## config.mk

```make
export PLATFORM = sky130hd
export DESIGN_NAME = uart_tx_buf_flat
export DESIGN_NICKNAME = d
export VERILOG_FILES = /design/src/rtl/uart_tx_buf_pkg.sv /design/src/rtl/uart_tx_buf_if.sv /design/src/rtl/uart_tx_fifo.sv /design/src/rtl/uart_tx_buf.sv /design/src/flat_wrapper.sv
export SDC_FILE = /design/constraint.sdc
export NUM_CORES = 1
export LEC_CHECK = 0
export CORE_MARGIN = 8
export CORE_UTILIZATION = 52
export DETAILED_ROUTE_END_ITERATION = 7
export DONT_BUFFER_PORTS = 1
export PLACE_DENSITY_LB_ADDON = 0.1
export SYNTH_ARGS = -nofsm -noshare
export SYNTH_HDL_FRONTEND = slang
export SYNTH_SLANG_ARGS = --single-unit
```

## constraint.sdc

```tcl
create_clock -name sys_clk -period 7.8 [get_ports sys_clk]
set_input_delay 1.17 -clock sys_clk [delete_from_list [all_inputs] [get_ports sys_clk]]
set_output_delay 1.17 -clock sys_clk [all_outputs]
set_load 0.1 [all_outputs]
```

## src/rtl/uart_tx_buf_pkg.sv

```systemverilog
// Shared types and constants for the buffered UART transmitter.
package uart_tx_buf_pkg;

  localparam int DATA_W = 8;

  typedef enum logic [2:0] {
    IDLE,
    START,
    DATA,
    PARITY,
    STOP
  } state_t;

  function automatic int calc_bit_cyc(input int clk_freq, input int bps);
    return clk_freq / bps;
  endfunction

endpackage

```

## src/rtl/uart_tx_buf_if.sv

```systemverilog
// Byte-strobe write port of the UART transmitter with its queue status.
interface uart_tx_buf_if #(
  parameter int FIFO_DEPTH = 16
);
  import uart_tx_buf_pkg::*;

  localparam int CNT_W = $clog2(FIFO_DEPTH) + 1;

  logic [DATA_W-1:0] pi_data;
  logic              pi_flag;
  logic              fifo_full;
  logic [CNT_W-1:0]  fifo_cnt;
  logic              drop;

  modport master (
    output pi_data, pi_flag,
    input  fifo_full, fifo_cnt, drop
  );

  modport slave (
    input  pi_data, pi_flag,
    output fifo_full, fifo_cnt, drop
  );

endinterface

```

## src/rtl/uart_tx_fifo.sv

```systemverilog
// Single-clock byte FIFO, first-word-fall-through; push must already be qualified by the caller.
module uart_tx_fifo
  import uart_tx_buf_pkg::*;
#(
  parameter int DEPTH = 16
) (
  input  logic                       clk,
  input  logic                       srst,
  input  logic                       push,
  input  logic                       pop,
  input  logic [DATA_W-1:0]          din,
  output logic [DATA_W-1:0]          dout,
  output logic                       full,
  output logic [$clog2(DEPTH):0]     cnt
);

  localparam int AW    = $clog2(DEPTH);
  localparam int CNT_W = AW + 1;

  logic [DATA_W-1:0] mem_reg [DEPTH];
  logic [AW-1:0]     wr_ptr_reg;
  logic [AW-1:0]     rd_ptr_reg;
  logic [CNT_W-1:0]  cnt_reg;
  logic [CNT_W-1:0]  cnt_next;
  logic              full_reg;

  always_comb begin
    cnt_next = cnt_reg;
    if (push && !pop)
      cnt_next = cnt_reg + 1'b1;
    else if (!push && pop)
      cnt_next = cnt_reg - 1'b1;
  end

  always_ff @(posedge clk) begin
    if (push)
      mem_reg[wr_ptr_reg] <= din;
  end

  // Pointers are exactly AW bits wide, so they wrap modulo DEPTH on their own.
  always_ff @(posedge clk) begin
    if (srst) begin
      wr_ptr_reg <= '0;
      rd_ptr_reg <= '0;
      cnt_reg    <= '0;
      full_reg   <= 1'b0;
    end else begin
      if (push)
        wr_ptr_reg <= wr_ptr_reg + 1'b1;
      if (pop)
        rd_ptr_reg <= rd_ptr_reg + 1'b1;
      cnt_reg  <= cnt_next;
      full_reg <= (cnt_next == CNT_W'(DEPTH));
    end
  end

  assign dout = mem_reg[rd_ptr_reg];
  assign full = full_reg;
  assign cnt  = cnt_reg;

endmodule

```

## src/rtl/uart_tx_buf.sv

```systemverilog
// Buffered UART transmitter: byte FIFO feeding an 8N1 serialiser.
// Define UART_TX_PARITY_EN to insert an even-parity bit (8E1 framing).
module uart_tx_buf
  import uart_tx_buf_pkg::*;
#(
  parameter int UART_BPS   = 9600,
  parameter int CLK_FREQ   = 50_000_000,
  parameter int FIFO_DEPTH = 16
) (
  input  logic         sys_clk,
  input  logic         sys_rst,
  uart_tx_buf_if.slave pi,
  output logic         tx,
  output logic         tx_busy
);

  localparam int BIT_CYC = calc_bit_cyc(CLK_FREQ, UART_BPS);
  localparam int BW      = (BIT_CYC > 1) ? $clog2(BIT_CYC) : 1;
  localparam int CNT_W   = $clog2(FIFO_DEPTH) + 1;

  state_t            state_reg;
  logic [BW-1:0]     baud_reg;
  logic [2:0]        bit_reg;
  logic [DATA_W-1:0] shift_reg;
  logic              tx_reg;
  logic              drop_reg;

  logic [DATA_W-1:0] fifo_dout;
  logic              fifo_full;
  logic [CNT_W-1:0]  fifo_cnt;
  logic              fifo_nonempty;
  logic              baud_end;
  logic              pop;
  logic              push_ok;

  assign fifo_nonempty = (fifo_cnt != '0);
  assign baud_end      = (baud_reg == BW'(BIT_CYC - 1));
  assign pop           = fifo_nonempty &&
                         ((state_reg == IDLE) || (state_reg == STOP && baud_end));
  // A full FIFO still takes a byte when the head leaves on the same edge.
  assign push_ok       = pi.pi_flag && (!fifo_full || pop);

  uart_tx_fifo #(
    .DEPTH (FIFO_DEPTH)
  ) u_fifo (
    .clk  (sys_clk),
    .srst (sys_rst),
    .push (push_ok),
    .pop  (pop),
    .din  (pi.pi_data),
    .dout (fifo_dout),
    .full (fifo_full),
    .cnt  (fifo_cnt)
  );

  always_ff @(posedge sys_clk) begin
    if (sys_rst) begin
      state_reg <= IDLE;
      baud_reg  <= '0;
      bit_reg   <= '0;
      shift_reg <= '0;
      tx_reg    <= 1'b1;
      drop_reg  <= 1'b0;
    end else begin
      drop_reg <= pi.pi_flag && !push_ok;
      if (state_reg != IDLE)
        baud_reg <= baud_end ? '0 : baud_reg + 1'b1;

      // tx is loaded with the value of the bit being entered, so it changes on the same edge as the state.
      case (state_reg)
        IDLE: begin
          if (fifo_nonempty) begin
            shift_reg <= fifo_dout;
            state_reg <= START;
            baud_reg  <= '0;
            tx_reg    <= 1'b0;
          end
        end
        START: begin
          if (baud_end) begin
            state_reg <= DATA;
            bit_reg   <= '0;
            tx_reg    <= shift_reg[0];
          end
        end
        DATA: begin
          if (baud_end) begin
            if (bit_reg == 3'd7) begin
`ifdef UART_TX_PARITY_EN
              state_reg <= PARITY;
              tx_reg    <= ^shift_reg;
`else
              state_reg <= STOP;
              tx_reg    <= 1'b1;
`endif
            end else begin
              bit_reg <= bit_reg + 3'd1;
              tx_reg  <= shift_reg[bit_reg + 3'd1];
            end
          end
        end
        PARITY: begin
          if (baud_end) begin
            state_reg <= STOP;
            tx_reg    <= 1'b1;
          end
        end
        STOP: begin
          if (baud_end) begin
            if (fifo_nonempty) begin
              shift_reg <= fifo_dout;
              state_reg <= START;
              tx_reg    <= 1'b0;
            end else begin
              state_reg <= IDLE;
              tx_reg    <= 1'b1;
            end
          end
        end
        default: begin
          state_reg <= IDLE;
          tx_reg    <= 1'b1;
        end
      endcase
    end
  end

  assign tx           = tx_reg;
  assign tx_busy      = (state_reg != IDLE);
  assign pi.fifo_full = fifo_full;
  assign pi.fifo_cnt  = fifo_cnt;
  assign pi.drop      = drop_reg;

endmodule

```

## src/flat_wrapper.sv

```systemverilog
// flat-port wrapper written by rule: the top's interface ports become plain ports
module uart_tx_buf_flat import uart_tx_buf_pkg::*;
#(
  parameter int UART_BPS   = 9600,
  parameter int CLK_FREQ   = 50_000_000,
  parameter int FIFO_DEPTH = 16
)
  (sys_clk, sys_rst, tx, tx_busy, pi_pi_data, pi_pi_flag, pi_fifo_full, pi_fifo_cnt, pi_drop);
  uart_tx_buf_if #(.FIFO_DEPTH(FIFO_DEPTH)) pi_i ();
  input  logic sys_clk;
  input  logic sys_rst;
  output logic tx;
  output logic tx_busy;
  input wire logic [$bits(pi_i.pi_data)-1:0] pi_pi_data;
  input wire logic [$bits(pi_i.pi_flag)-1:0] pi_pi_flag;
  output wire logic [$bits(pi_i.fifo_full)-1:0] pi_fifo_full;
  output wire logic [$bits(pi_i.fifo_cnt)-1:0] pi_fifo_cnt;
  output wire logic [$bits(pi_i.drop)-1:0] pi_drop;
  assign pi_i.pi_data = pi_pi_data;
  assign pi_i.pi_flag = pi_pi_flag;
  assign pi_fifo_full = pi_i.fifo_full;
  assign pi_fifo_cnt = pi_i.fifo_cnt;
  assign pi_drop = pi_i.drop;
  uart_tx_buf #(.UART_BPS(UART_BPS), .CLK_FREQ(CLK_FREQ), .FIFO_DEPTH(FIFO_DEPTH)) u_core (.sys_clk(sys_clk), .sys_rst(sys_rst), .pi(pi_i), .tx(tx), .tx_busy(tx_busy));
endmodule
```

==> flow_summary.html <==
<table>
<tr><th>Metric</th><th>Value</th></tr>
<tr><th colspan="2">Synthesis</th></tr>
<tr><td>Primary FF master, synth</td><td>sky130_fd_sc_hd__edfxtp_1</td></tr>
<tr><td>Unique masters post-synth</td><td>45</td></tr>
<tr><td>Count of flip-flops with a built-in enable after synthesis</td><td>128</td></tr>
<tr><td>Number of synthesized register bits</td><td>175</td></tr>
<tr><td>Area of the mapped netlist</td><td>7290 µm²</td></tr>
<tr><td>Cell type contributing the most total cell area after synthesis</td><td>sky130_fd_sc_hd__edfxtp_1</td></tr>
<tr><td>Library cell with the highest instance count after synthesis</td><td>sky130_fd_sc_hd__edfxtp_1</td></tr>
<tr><td>Share of synthesized area occupied by flip-flops and latches</td><td>0.656</td></tr>
<tr><td>Count of warnings emitted by yosys</td><td>0</td></tr>
<tr><td>Fraction of registers with async set or reset after synthesis</td><td>0</td></tr>
<tr><td>Top post-synthesis cells by count</td><td>sky130_fd_sc_hd__edfxtp_1, sky130_fd_sc_hd__dfxtp_1, sky130_fd_sc_hd__nand2_1, sky130_fd_sc_hd__nor2_1, sky130_fd_sc_hd__mux4_2</td></tr>
<tr><td>Gate count of the mapped netlist</td><td>488</td></tr>
<tr><td>Top cell type's share of synthesized area</td><td>0.527</td></tr>
<tr><td>Largest cells by area after synthesis</td><td>sky130_fd_sc_hd__edfxtp_1, sky130_fd_sc_hd__mux4_2, sky130_fd_sc_hd__dfxtp_1, sky130_fd_sc_hd__nand2_1, sky130_fd_sc_hd__nor2_1</td></tr>
<tr><td>Syn avg cell area</td><td>14.9 µm²</td></tr>
<tr><td>Net count of the mapped netlist</td><td>510</td></tr>
<tr><th colspan="2">Critical path</th></tr>
<tr><td>Crit path launch type</td><td>flip-flop</td></tr>
<tr><td>Register-to-Register Setup Slack</td><td>3.86 ns</td></tr>
<tr><td>Worst setup path startpoint</td><td>u_core.u_fifo.cnt[0]</td></tr>
<tr><td>Worst r2r src</td><td>u_core.u_fifo.cnt[0]</td></tr>
<tr><td>Critical path destination</td><td>u_core.u_fifo.mem_reg[3][2]</td></tr>
<tr><td>Largest driver fanout on the critical path</td><td>8</td></tr>
<tr><td>Required time of the critical path</td><td>7.85 ns</td></tr>
<tr><td>Worst reg2reg path endpoint</td><td>u_core.u_fifo.mem_reg[3][2]</td></tr>
<tr><td>Endpoint kind of the worst setup timing path</td><td>flip-flop</td></tr>
<tr><td>CP Class</td><td>flip-flop to flip-flop</td></tr>
<tr><td>Number of cells on the worst reg-to-reg path</td><td>7</td></tr>
<tr><td>Arr. time, crit path</td><td>3.98 ns</td></tr>
<tr><th colspan="2">Layout</th></tr>
<tr><td>Number of flip-flops in the largest register</td><td>128</td></tr>
<tr><td>Share of layout cells above drive strength 1</td><td>0.191</td></tr>
<tr><td>Post-layout instance area</td><td>8010 µm²</td></tr>
<tr><td>Count of nets after finishing</td><td>507</td></tr>
<tr><td>Antenna cell count</td><td>0</td></tr>
<tr><td>Area growth, synth to finish</td><td>9.83%</td></tr>
<tr><th colspan="2">Timing</th></tr>
<tr><td>Tightest Pin Transition</td><td>1.12 ns</td></tr>
<tr><td>Setup violators final</td><td>0</td></tr>
<tr><td>Highest Clock Rate</td><td>254 MHz</td></tr>
<tr><td>Max-slew violation total from the final report</td><td>0</td></tr>
<tr><td>Final setup TNS</td><td>0 ns</td></tr>
<tr><td>Setup Skew</td><td>0.00860 ns</td></tr>
<tr><td>Crit share post-route</td><td>0.505</td></tr>
<tr><td>Worst rel slew slack</td><td>0.256</td></tr>
<tr><td>Fin. Hold Viols</td><td>0</td></tr>
<tr><td>Min Tclk post-route</td><td>3.94 ns</td></tr>
<tr><td>Setup repair after global routing missed its margin</td><td>false</td></tr>
<tr><th colspan="2">Global route</th></tr>
<tr><td>Initial antenna violation count</td><td>0</td></tr>
<tr><td>Total congestion overflow after global routing</td><td>0</td></tr>
<tr><td>First-pass GRT wire length</td><td>23900 µm</td></tr>
<tr><td>Number of global-route vias before repair</td><td>4005</td></tr>
<tr><td>Maximum number of pins on one net before global-route repair</td><td>46</td></tr>
<tr><td>GR Util All Layers</td><td>0.180</td></tr>
<tr><th colspan="2">Clock network</th></tr>
<tr><td>Number of gates given a new drive strength after cts</td><td>0</td></tr>
<tr><td>Clock tree root driver cell</td><td>sky130_fd_sc_hd__clkbuf_16</td></tr>
<tr><td>Clock Path Buffers</td><td>2</td></tr>
<tr><td>Clock slew at reported path FFs</td><td>0.07 ns</td></tr>
<tr><td>Clk sink count</td><td>175</td></tr>
<tr><td>Hold-fix buffers, CTS</td><td>0</td></tr>
<tr><td>Number of buffers created by CTS</td><td>17</td></tr>
<tr><td>Post-CTS Setup Repair Bufs</td><td>0</td></tr>
<tr><td>Maximum level of the CTS H-tree</td><td>4</td></tr>
<tr><td>Latest clock arrival within the worst-skew pair</td><td>0.43 ns</td></tr>
<tr><td>CTS tree</td><td>built</td></tr>
<tr><th colspan="2">Drt</th></tr>
<tr><td>Metal3 WL</td><td>895 µm</td></tr>
<tr><td>Initial drt markers</td><td>481</td></tr>
<tr><td>Routed wire length on met2</td><td>7160 µm</td></tr>
<tr><td>Detail-routed via count per cell</td><td>6.09</td></tr>
<tr><td>Metal-1 WL</td><td>6950 µm</td></tr>
<tr><td>DRC violation count after routing</td><td>0</td></tr>
<tr><td>Total Routed Length</td><td>15300 µm</td></tr>
<tr><td>Residual antenna-violating net count after detailed routing</td><td>0</td></tr>
<tr><td>WL/cell</td><td>22.5 µm</td></tr>
<tr><td>Number of detailed-routing iterations run before antenna repair</td><td>5</td></tr>
<tr><td>Highest routing layer actually used</td><td>met4</td></tr>
<tr><td>Via Count</td><td>4131</td></tr>
<tr><th colspan="2">Power and ir drop</th></tr>
<tr><td>Cell area power density</td><td>358 nW/µm²</td></tr>
<tr><td>Maximum vdd drop</td><td>271 µV</td></tr>
<tr><td>Static leakage</td><td>2.58 nW</td></tr>
<tr><th colspan="2">Floorplanning</th></tr>
<tr><td>Full die area</td><td>18100 µm²</td></tr>
<tr><td>Core area</td><td>13800 µm²</td></tr>
<tr><td>FP Rows</td><td>43</td></tr>
<tr><td>Die height</td><td>134 µm</td></tr>
<tr><td>Initial Utilization</td><td>0.530</td></tr>
<tr><td>Width of the die</td><td>134 µm</td></tr>
<tr><td>Number of primary I/O pins</td><td>20</td></tr>
<tr><th colspan="2">Placement</th></tr>
<tr><td># port buffers</td><td>0</td></tr>
<tr><td>DP HPWL</td><td>10200 µm</td></tr>
<tr><td>Global placement routability congestion</td><td>0.818</td></tr>
<tr><td>Placed cell areas</td><td>7440 µm²</td></tr>
<tr><th colspan="2">Outcome</th></tr>
<tr><td>Run status</td><td>completed</td></tr>
<tr><th colspan="2">Worst hold path</th></tr>
<tr><td>Hold Path Class</td><td>flip-flop to flip-flop</td></tr>
<tr><th colspan="2">Job</th></tr>
<tr><td>Count of maximum capacitance violations</td><td>0</td></tr>
</table>
[worst min path at each step]
stage	startpoint	to	slack [ns]	depth (start not counted)
floorplan	u_core.shift_reg[7]	u_core.shift_reg[7]	0.43	2
global placement	u_core.shift_reg[5]	u_core.shift_reg[5]	0.43	2
detailed placement	u_core.shift_reg[4]	u_core.shift_reg[4]	0.44	2
CTS	u_core.shift_reg[4]	u_core.shift_reg[4]	0.45	2
global route	u_core.shift_reg[5]	u_core.shift_reg[5]	0.48	2
finish	u_core.shift_reg[5]	u_core.shift_reg[5]	0.45	2
[placed cells by master, fill, tap and decap left out, types with 3 or more instances in the layout]
cell                        instances
sky130_fd_sc_hd__nor2b_1            3
sky130_fd_sc_hd__dfxtp_1           46
sky130_fd_sc_hd__nor3_1             8
sky130_fd_sc_hd__xnor2_1            5
sky130_fd_sc_hd__xor2_1             4
sky130_fd_sc_hd__mux4_2            42
sky130_fd_sc_hd__nor3b_1            3
sky130_fd_sc_hd__mux2i_1            5
sky130_fd_sc_hd__inv_8              3
sky130_fd_sc_hd__nand2_2            3
sky130_fd_sc_hd__edfxtp_1         128
sky130_fd_sc_hd__nand3_1           10
sky130_fd_sc_hd__buf_4              4
sky130_fd_sc_hd__nor3_2             3
sky130_fd_sc_hd__a211oi_1           3
sky130_fd_sc_hd__and3_1             6
sky130_fd_sc_hd__clkbuf_16         17
sky130_fd_sc_hd__ha_1              11
sky130_fd_sc_hd__inv_6              7
sky130_fd_sc_hd__a311oi_1           6
sky130_fd_sc_hd__nor2_1            45
sky130_fd_sc_hd__a22oi_1            3
sky130_fd_sc_hd__nand3b_1           5
sky130_fd_sc_hd__inv_1              6
sky130_fd_sc_hd__nand2b_1           5
sky130_fd_sc_hd__a21oi_1           28
sky130_fd_sc_hd__nand2_1           45
sky130_fd_sc_hd__or3_1              3
sky130_fd_sc_hd__o21ai_0           11
sky130_fd_sc_hd__or2_2              3
[stage by stage]
step	std cells	utilization	power (mW)	worst slack (ns)	hold WS, ns
2_1_floorplan	488	-	1.88	4.48	0.433
3_3_place_gp	646	0.540	2.06	4.05	0.434
3_5_place_dp	646	0.540	2.06	3.85	0.443
4_1_cts	678	0.582	2.89	3.83	0.453
5_1_grt	678	0.582	3.01	3.53	0.477
6_report	678	0.582	2.87	3.86	0.448
[logic make-up (layout without fill, tap and decap cells)]
family,count (synthesis),after routing,synth area share
AO/OA/AOI/OAI,62,62,0.0549
XOR/XNOR,9,9,0.0108
adder cells (fa/ha/maj),11,11,0.0189
buffers and inverters,32,42,0.0184
flip-flops,175,175,0.656
multiplexers,47,47,0.137
AND/OR/NAND/NOR,152,152,0.105
[routing by layer]
layer / global-route usage / vias up
met5: 0 / -
met4: 0.0692 / 0
met3: 0.0423 / 15
met2: 0.266 / 160
met1: 0.252 / 2085
li1: - / 1871
[worst max-delay path, cell delays in order, from the launching register on]
cell	delay, ns
sky130_fd_sc_hd__dfxtp_1	1.06
sky130_fd_sc_hd__inv_1	0.23
sky130_fd_sc_hd__ha_1	0.28
sky130_fd_sc_hd__nor4b_2	0.19
sky130_fd_sc_hd__nand2b_1	0.31
sky130_fd_sc_hd__o21ai_2	0.24
sky130_fd_sc_hd__nand3_1	0.32
sky130_fd_sc_hd__nor3_1	0.94
[final cells by class]
| cell class | count | area [µm²] |
|---|---|---|
| flip-flops and latches | 175 | 4790 |
| inverters | 6 | 22.5 |
| well taps | 180 | 225 |
| clock inverters | 15 | 146 |
| clock buffers | 17 | 425 |
| fillers | 1084 | 5760 |
| repair buffers | 4 | 30.0 |
| multi-input cells | 281 | 2380 |
[report_power, final]
| part | leakage (nW) | internal, mW | switching [mW] | total [mW] |
|---|---|---|---|---|
| Sequential | 1.54 | 1.06 | 0.150 | 1.21 |
| Clock | 0.283 | 0.451 | 0.375 | 0.825 |
| Combinational | 0.760 | 0.317 | 0.516 | 0.834 |
| Total | 2.58 | 1.83 | 1.04 | 2.87 |
Power figures use the tool's default switching activity.
